## src/rtl/sprite_compositor.sv

```systemverilog
// Layered sprite compositor: N configurable slots over a background colour,
// three-stage pipeline from VGA counters to RGB444 output.
module sprite_compositor #(
    parameter int N_SPRITES = 8,
    parameter int COORD_W   = 10,
    parameter int ADDR_W    = 13,
    parameter int IDX_W     = 3
) (
    input  logic                          clk,
    input  logic                          rst_n,
    input  logic                          in_valid,
    input  logic [COORD_W-1:0]            h_cnt,
    input  logic [COORD_W-1:0]            v_cnt,
    input  logic                          frame_start,
    input  logic [11:0]                   bg_color,
    input  logic                          cfg_we,
    input  logic [IDX_W-1:0]              cfg_idx,
    input  logic                          cfg_en,
    input  logic [COORD_W-1:0]            cfg_x,
    input  logic [COORD_W-1:0]            cfg_y,
    input  logic [7:0]                    cfg_w,
    input  logic [7:0]                    cfg_h,
    input  logic [1:0]                    cfg_shift,
    input  logic [ADDR_W-1:0]             cfg_base,
    input  logic [35:0]                   cfg_pal,
    output logic [N_SPRITES*ADDR_W-1:0]   rom_addr,
    input  logic [N_SPRITES*2-1:0]        rom_data,
    output logic [11:0]                   pixel,
    output logic                          pixel_valid,
    output logic                          hit_any,
    output logic [IDX_W-1:0]              hit_idx
);

    // in_valid/pixel_valid form a fixed-latency stream with no backpressure:
    // every stage advances every cycle, invalid pixels travel as bubbles.
    localparam int EXT_W = COORD_W + 3;
    localparam int MUL_W = EXT_W + 8;
    localparam logic [IDX_W:0] N_LIM = (IDX_W + 1)'(N_SPRITES);

    typedef struct packed {
        logic               en;
        logic [COORD_W-1:0] x;
        logic [COORD_W-1:0] y;
        logic [7:0]         w;
        logic [7:0]         h;
        logic [1:0]         shift;
        logic [ADDR_W-1:0]  base;
        logic [35:0]        pal;
    } slot_cfg_t;

    slot_cfg_t shadow_tbl [N_SPRITES];
    slot_cfg_t active_tbl [N_SPRITES];
    slot_cfg_t cfg_slot;

    assign cfg_slot = {cfg_en, cfg_x, cfg_y, cfg_w, cfg_h, cfg_shift, cfg_base, cfg_pal};

    // Copy reads the pre-write shadow, so a same-cycle write lands a frame later.
    always_ff @(posedge clk or negedge rst_n) begin
        if (!rst_n) begin
            for (int i = 0; i < N_SPRITES; i++) begin
                shadow_tbl[i] <= '0;
                active_tbl[i] <= '0;
            end
        end else begin
            if (frame_start) begin
                for (int i = 0; i < N_SPRITES; i++) begin
                    active_tbl[i] <= shadow_tbl[i];
                end
            end
            if (cfg_we && ({1'b0, cfg_idx} < N_LIM)) begin
                shadow_tbl[cfg_idx] <= cfg_slot;
            end
        end
    end

    logic [N_SPRITES-1:0] hit_c;
    logic [ADDR_W-1:0]    addr_c [N_SPRITES];

    for (genvar g = 0; g < N_SPRITES; g++) begin : g_slot
        logic [EXT_W-1:0] rel_x;
        logic [EXT_W-1:0] rel_y;
        logic [EXT_W-1:0] span_w;
        logic [EXT_W-1:0] span_h;
        logic [EXT_W-1:0] tex_x;
        logic [EXT_W-1:0] tex_y;
        logic [MUL_W-1:0] offset;

        assign rel_x  = EXT_W'(h_cnt) - EXT_W'(active_tbl[g].x);
        assign rel_y  = EXT_W'(v_cnt) - EXT_W'(active_tbl[g].y);
        assign span_w = EXT_W'(active_tbl[g].w) << active_tbl[g].shift;
        assign span_h = EXT_W'(active_tbl[g].h) << active_tbl[g].shift;
        assign tex_x  = rel_x >> active_tbl[g].shift;
        assign tex_y  = rel_y >> active_tbl[g].shift;

        // The >= guards stop a negative offset wrapping into a hit.
        assign hit_c[g] = active_tbl[g].en
                        && (h_cnt >= active_tbl[g].x) && (v_cnt >= active_tbl[g].y)
                        && (rel_x < span_w) && (rel_y < span_h);

        assign offset    = MUL_W'(tex_y) * MUL_W'(active_tbl[g].w) + MUL_W'(tex_x);
        assign addr_c[g] = ADDR_W'(MUL_W'(active_tbl[g].base) + offset);
    end

    logic                 valid1, valid2;
    logic [11:0]          bg1, bg2;
    logic [N_SPRITES-1:0] hit1, hit2;
    logic [35:0]          pal1 [N_SPRITES];
    logic [35:0]          pal2 [N_SPRITES];

    // Palettes ride with the pixel so a table swap never mixes frames.
    always_ff @(posedge clk or negedge rst_n) begin
        if (!rst_n) begin
            valid1   <= 1'b0;
            valid2   <= 1'b0;
            bg1      <= '0;
            bg2      <= '0;
            hit1     <= '0;
            hit2     <= '0;
            rom_addr <= '0;
            for (int i = 0; i < N_SPRITES; i++) begin
                pal1[i] <= '0;
                pal2[i] <= '0;
            end
        end else begin
            valid1 <= in_valid;
            bg1    <= bg_color;
            hit1   <= hit_c;
            valid2 <= valid1;
            bg2    <= bg1;
            hit2   <= hit1;
            for (int i = 0; i < N_SPRITES; i++) begin
                pal1[i] <= active_tbl[i].pal;
                pal2[i] <= pal1[i];
                if (hit_c[i]) begin
                    rom_addr[i*ADDR_W +: ADDR_W] <= addr_c[i];
                end
            end
        end
    end

    logic             win_found;
    logic [IDX_W-1:0] win_idx;
    logic [11:0]      win_color;
    logic [1:0]       code;

    always_comb begin
        win_found = 1'b0;
        win_idx   = '0;
        win_color = bg2;
        code      = 2'b00;
        for (int i = 0; i < N_SPRITES; i++) begin
            code = rom_data[i*2 +: 2];
            if (!win_found && hit2[i] && (code != 2'b11)) begin
                win_found = 1'b1;
                win_idx   = IDX_W'(i);
                case (code)
                    2'b00:   win_color = pal2[i][11:0];
                    2'b01:   win_color = pal2[i][23:12];
                    default: win_color = pal2[i][35:24];
                endcase
            end
        end
    end

    always_ff @(posedge clk or negedge rst_n) begin
        if (!rst_n) begin
            pixel       <= '0;
            pixel_valid <= 1'b0;
            hit_any     <= 1'b0;
            hit_idx     <= '0;
        end else begin
            pixel_valid <= valid2;
            pixel       <= valid2 ? win_color : 12'h000;
            hit_any     <= valid2 && win_found;
            hit_idx     <= (valid2 && win_found) ? win_idx : '0;
        end
    end

endmodule

```

## config.mk

```make
export PLATFORM = sky130hd
export DESIGN_NAME = sprite_compositor
export DESIGN_NICKNAME = d
export VERILOG_FILES = /design/src/rtl/sprite_compositor.sv
export SDC_FILE = /design/constraint.sdc
export NUM_CORES = 2
export LEC_CHECK = 0
export BUFFER_PORTS_ARGS = -buffer_cell sky130_fd_sc_hd__buf_2
export CORE_MARGIN = 2
export CORE_UTILIZATION = 57
export DETAILED_ROUTE_END_ITERATION = 8
export PLACE_DENSITY = 0.73
export SYNTH_ARGS = -nofsm -noshare
export SYNTH_HDL_FRONTEND = slang
export SYNTH_SLANG_ARGS = --single-unit
```

## constraint.sdc

```tcl
create_clock -name clk -period 17.5 [get_ports clk]
set_input_delay 1.75 -clock clk [delete_from_list [all_inputs] [get_ports clk]]
set_output_delay 1.75 -clock clk [all_outputs]
set_load 0.005 [all_outputs]
```

# Word level (Yosys, flattened, before mapping)
# Index checks and enable logic that the tools add are counted.
[totals]
regBits = 2147
latchBits = 0
ram_bits = 0
rom_bits = 0
word_cells = 385
mem_count = 0
[op_classes]
n_addsub = 32
multipliers = 8
div_mod_pow = 0
magnitude_cmp = 34
eq_ne = 16
shift = 32
n_mux = 36
n_bitwise = 1
n_reduce_logical = 64
[op_table]
columns = ["operator", "n"]
rows = [
  ["704-bit bitwise mux", 1],
  ["88-bit demux with 3-bit select", 1],
  ["13-bit adder", 16],
  ["13-bit < comparator", 16],
  ["8-bit by 2-bit << shifter with 13-bit output", 16],
  ["13-bit by 2-bit right shift with 13-bit output", 16],
  ["12-bit case mux with 2 select lines", 8],
  ["10-bit by 10-bit subtractor with 11-bit output", 16],
  ["10-bit >= comparator", 16],
  ["12-bit two-way mux", 9],
  ["13-bit by 8-bit multiplier with 13-bit output", 8],
  ["88-bit two-way mux", 1],
  ["1-bit logical AND", 49],
  ["3-bit two-way mux", 7],
  ["2-bit by 1-bit == test with 1-bit output, second input constant", 8],
  ["2-bit zero test", 8],
  ["2-bit != test, second input constant", 8],
  ["1-bit two-way mux", 9],
  ["1-bit zero test", 7],
  ["4-bit >= comparator, second input constant", 1],
  ["4-bit by 1-bit < comparator with 1-bit output, second input constant", 1],
  ["3-bit inverter with 4-bit output", 1],
]

# Depth between registers and ports, before layout
[depth]
word_depth = 33
mapped_depth = 32
ltp_nobuf = 31

# Least setup slack after synthesis
# Ideal clock, no wire load.
[synth_timing]
kind = "in2reg"
start = "input v_cnt[0]"
end = "register rom_addr[25]"
arrival_ns = 8.728
path_slack_ns = 8.648
path_stages = 30
path_buffers = 0
path_cell_list = "inv_1 > ha_1 > inv_1 > fa_1 > a211oi_4 > o21ai_2 > a31oi_1 > xnor2_1 > mux2_2 > nand2_1 > o21ai_0 > nand2_1 > fa_1 > inv_1 > fa_1 > inv_1 > fa_1 > inv_1 > fa_1 > fa_1 > ha_1 > a21oi_1 > o21ai_0 > and4_1 > a2111oi_0 > o21bai_1 > a21oi_1 > xor3_1 > xnor2_1 > mux2_2"
[synth_between]
elab_chain_len = 5
elab_cells_between_ends = 10
cone_classes = "add/sub: 3; mul: 1; order compare: 2; shift: 1; reduce/logical: 3"
[synth_rtl]
columns = ["element", "line_no", "text"]
rows = [
  ["start: declaration", "13", "input logic [COORD_W-1:0] v_cnt,"],
  ["10-bit by 10-bit subtractor with 11-bit output", "89", "assign rel_y = EXT_W'(v_cnt) - EXT_W'(active_tbl[g].y);"],
  ["13-bit by 2-bit right shift with 13-bit output", "93", "assign tex_y = rel_y >> active_tbl[g].shift;"],
  ["13-bit by 8-bit multiplier with 13-bit output", "100", "assign offset = MUL_W'(tex_y) * MUL_W'(active_tbl[g].w) + MUL_W'(tex_x);"],
  ["13-bit adder", "100", ""],
  ["13-bit adder", "101", "assign addr_c[g] = ADDR_W'(MUL_W'(active_tbl[g].base) + offset);"],
  ["end signal: indexed assignment", "135", "rom_addr[i*ADDR_W +: ADDR_W] <= addr_c[i];"],
  ["end: declaration", "26", "output logic [N_SPRITES*ADDR_W-1:0] rom_addr,"],
]
# Parallel ways exist; a longest one is shown, timed or not.
# A chain may end at the register's enable or synchronous reset.

# Worst setup path in the final report
[layout_timing]
start = "input v_cnt[1]"
end = "register rom_addr[64]"
# The elaborated chain is that of the path after synthesis.

==> flow_summary.yaml <==
sta:
  tns_ns: 0
  setup_viol: 0
  fin_ws_ns: 8.28
  max_clock_freq_mhz: 108
  finalWorstPathRequiredPeriod_ns: 9.22
  slew-limit-headroom: 0.194
  fin_skew_ns: 0.0452
  worstMarginPinSlew_ns: 1.20
  fin_crit_sh: 0.527
  hold_viol: 0
  final_max_slew_viol_count: 0
  rsz0062_at_grt: "no"
worst_setup_path:
  crit_type: "in -> reg"
  worstReg2RegEnd: "rom_addr[25]$_DFFE_PN0P_"
  cp-start-kind: "input port"
  worstPathArrival_ns: 9.99
  r2r_slack_ns: 9.35
  cp-endpoint: "rom_addr[64]$_DFFE_PN0P_"
  startpoint: "v_cnt[1]"
  required_ns: 18.27
  endpoint_kind: "flop"
  cp_max_fo: 12
  worstRegToRegCells: 28
  worstReg2RegStart: "active_tbl[595]$_DFFE_PN0P_"
clocking:
  clk_pin_slew_ns: 0.06
  post_cts_buffers: 0
  tritoncts: "done"
  cts_root_buffer: "clkbuf_16"
  cts_buffer_depth: 3
  clock_latency_ns: 0.88
  cts_buffers: 215
  htreeDepth: 4
  hold_buffers: 0
  cts_sinks: 2147
  cts.repair.resized: 0
synthesis:
  synth_top_area_share: 0.477
  yosysSeqAreaShare: 0.477
  synth_area_leader_cell: "dfrtp_1"
  ys_types: 98
  syn_inst: 9332
  avgSynthCellArea_um2: 12.1
  syn_area_um2: 113000
  synth-main-ff-cell: "dfrtp_1"
  async_flop_share: 1.00
  yosys-top-cells-area: "dfrtp_1, mux2_2, fa_1"
  ys_warn_count: 0
  ys_ff_latch: 2147
  synth_fp_nets: 10500
  synth_edf_count: 0
global_routing:
  grt_pass1_vias: 75100
  grtUsageTotal: 0.300
  grt_max_degree: 185
  grt_pass1_wl_um: 454000
  grt-ovfl-total: 0
  antenna_found_initial: 42
routing:
  viasPerCell: 5.85
  wire_per_inst_um: 23.9
  dr.first_iter.drc_count: 5617
  ant_nets: 0
  drcViolationCount: 0
  vias: 72100
  wl_um: 295000
  first_pass_iters: 6
finish:
  multi_input_area_um2: 54500
  fill_cells: 15100
  regArea_um2: 53700
  fin_cells: 12300
  synthToLayoutAreaGrowth_pct: 10.1
  fin_nets: 10700
  drive_above_1_share: 0.226
  design_area_um2: 124000
placement:
  hpwl_um: 199000
  dp.cells: 11900
  placed_area_um2: 116000
  gp_congestion: 0.901
  dp_slack_ns: 7.42
  io_buffers: 264
status:
  outcome: "finished, final reports clean"
die:
  die_w_um: 448
  rows: 163
  core_um2: 197000
  start_util: 0.572
  dieArea_um2: 201000
  io-pin-count: 265
  fp.dieH_um: 448
job:
  drv_cap: 0
hold_path:
  hold_path_class: "reg -> reg"
==> critical path, stage by stage <==
cell      delay (ns)
buf_2           0.49
inv_1           0.53
fa_1            0.59
and2b_1         0.23
o21ai_1         0.08
a21oi_1         0.27
or3_1           0.17
a31oi_1         0.12
a31oi_2         0.50
nand2_1         0.17
fa_1            0.55
inv_1           0.06
fa_1            0.52
inv_1           0.06
fa_1            0.52
inv_1           0.05
fa_1            0.49
fa_1            0.42
ha_1            0.24
or4_1           0.56
a31oi_1         0.29
o21bai_1        0.10
a21oi_1         0.23
o21bai_1        0.10
a21oi_1         0.25
xnor3_1         0.34
mux2_2          0.26
==> cell families after synthesis <==
family	Yosys count	share of synthesized area
AO/OA/AOI/OAI	1268	0.0692
adder cells (fa/ha/maj)	1048	0.151
buffers and inverters	1158	0.0388
AND/OR/NAND/NOR	1715	0.0705
XOR/XNOR	299	0.0246
flip-flops	2147	0.477
multiplexers	1697	0.169
==> metrics by stage <==
stage,hold slack (ns),util
after global placement,0.332,0.591
final,0.332,0.630
after floorplan,0.331,-
after detailed placement,0.335,0.591
after global routing,0.339,0.629
after CTS,0.321,0.629
==> cell type report <==
class,instances,share of cell area
antenna,27,0.000545
clock buffer,303,0.0496
clock inverter,96,0.0110
inverter,729,0.0221
multi-input combinational,6027,0.440
sequential,2147,0.434
tap,2640,0.0267
timing repair buffer,349,0.0164
==> Yosys cell counts, types with 11 or more instances <==
master        n
o21bai_1     43
nand4_1      31
and3_1       22
mux4_2       23
nand2_1     799
ha_1        536
a22o_1       11
or2_2        22
o211ai_1     27
a31oi_1      33
mux2_2     1394
or3_1        12
o21ai_0     480
xor2_1       83
o21a_1       30
nand3_1      77
xnor2_1     205
o31a_1       13
o22ai_1      15
and2_1      274
nor3b_1      11
a21oi_1     312
a211oi_1     50
a21o_1       79
mux2i_1     279
fa_1        512
a22oi_1      29
clkbuf_1    358
o2111ai_1    14
a221oi_1     14
o211a_1      15
inv_1       722
nor2_1      268
buf_1        63
dfrtp_1    2147
nand2b_1     26
nor2b_1      65
nor3_1       75
==> worst min-delay path by stage <==
| stage | from | endpoint | slack, ns | depth (start not counted) |
|---|---|---|---|---|
| 2_1_floorplan | bg1[0]$_DFF_PN0_ | bg2[0]$_DFF_PN0_ | 0.33 | 0 |
| 3_3_place_gp | pal1[50]$_DFF_PN0_ | pal2[50]$_DFF_PN0_ | 0.33 | 0 |
| 3_5_place_dp | hit1[4]$_DFF_PN0_ | hit2[4]$_DFF_PN0_ | 0.33 | 0 |
| 4_1_cts | pal1[212]$_DFF_PN0_ | pal2[212]$_DFF_PN0_ | 0.32 | 0 |
| 5_1_grt | pal1[154]$_DFF_PN0_ | pal2[154]$_DFF_PN0_ | 0.34 | 0 |
| 6_report | pal1[286]$_DFF_PN0_ | pal2[286]$_DFF_PN0_ | 0.33 | 0 |
==> state kept, by name, summed over array words and instances, names as in the netlist <==
register / cells
valid1: 1
hit2: 8
bg1: 12
shadow_tbl: 704
pixel: 12
hit_idx: 3
pal2: 288
pal1: 288
valid2: 1
rom_addr: 104
pixel_valid: 1
hit_any: 1
active_tbl: 704
bg2: 12
hit1: 8
==> placed cells by master, fill, tap and decap left out, types with 65 or more instances in the layout <==
cell type / count
a21o_1: 79
a21oi_1: 312
and2_1: 274
buf_2: 262
buf_4: 81
clkbuf_16: 216
dfrtp_1: 2146
fa_1: 512
ha_1: 536
inv_1: 722
mux2_2: 1394
mux2i_1: 279
nand2_1: 799
nand3_1: 77
nor2_1: 265
nor2b_1: 65
nor3_1: 73
o21ai_0: 480
xnor2_1: 205
xor2_1: 83
==> per-layer routing <==
metal / share of wire / track usage
met1: 0.40 / 0.390
met2: 0.49 / 0.498
met3: 0.062 / 0.0444
met4: 0.050 / 0.140
met5: 0.00027 / 0
Power is left out: the tool's default activity adds up to more than one toggle a clock period on the data nets, which glitch-free logic cannot reach.
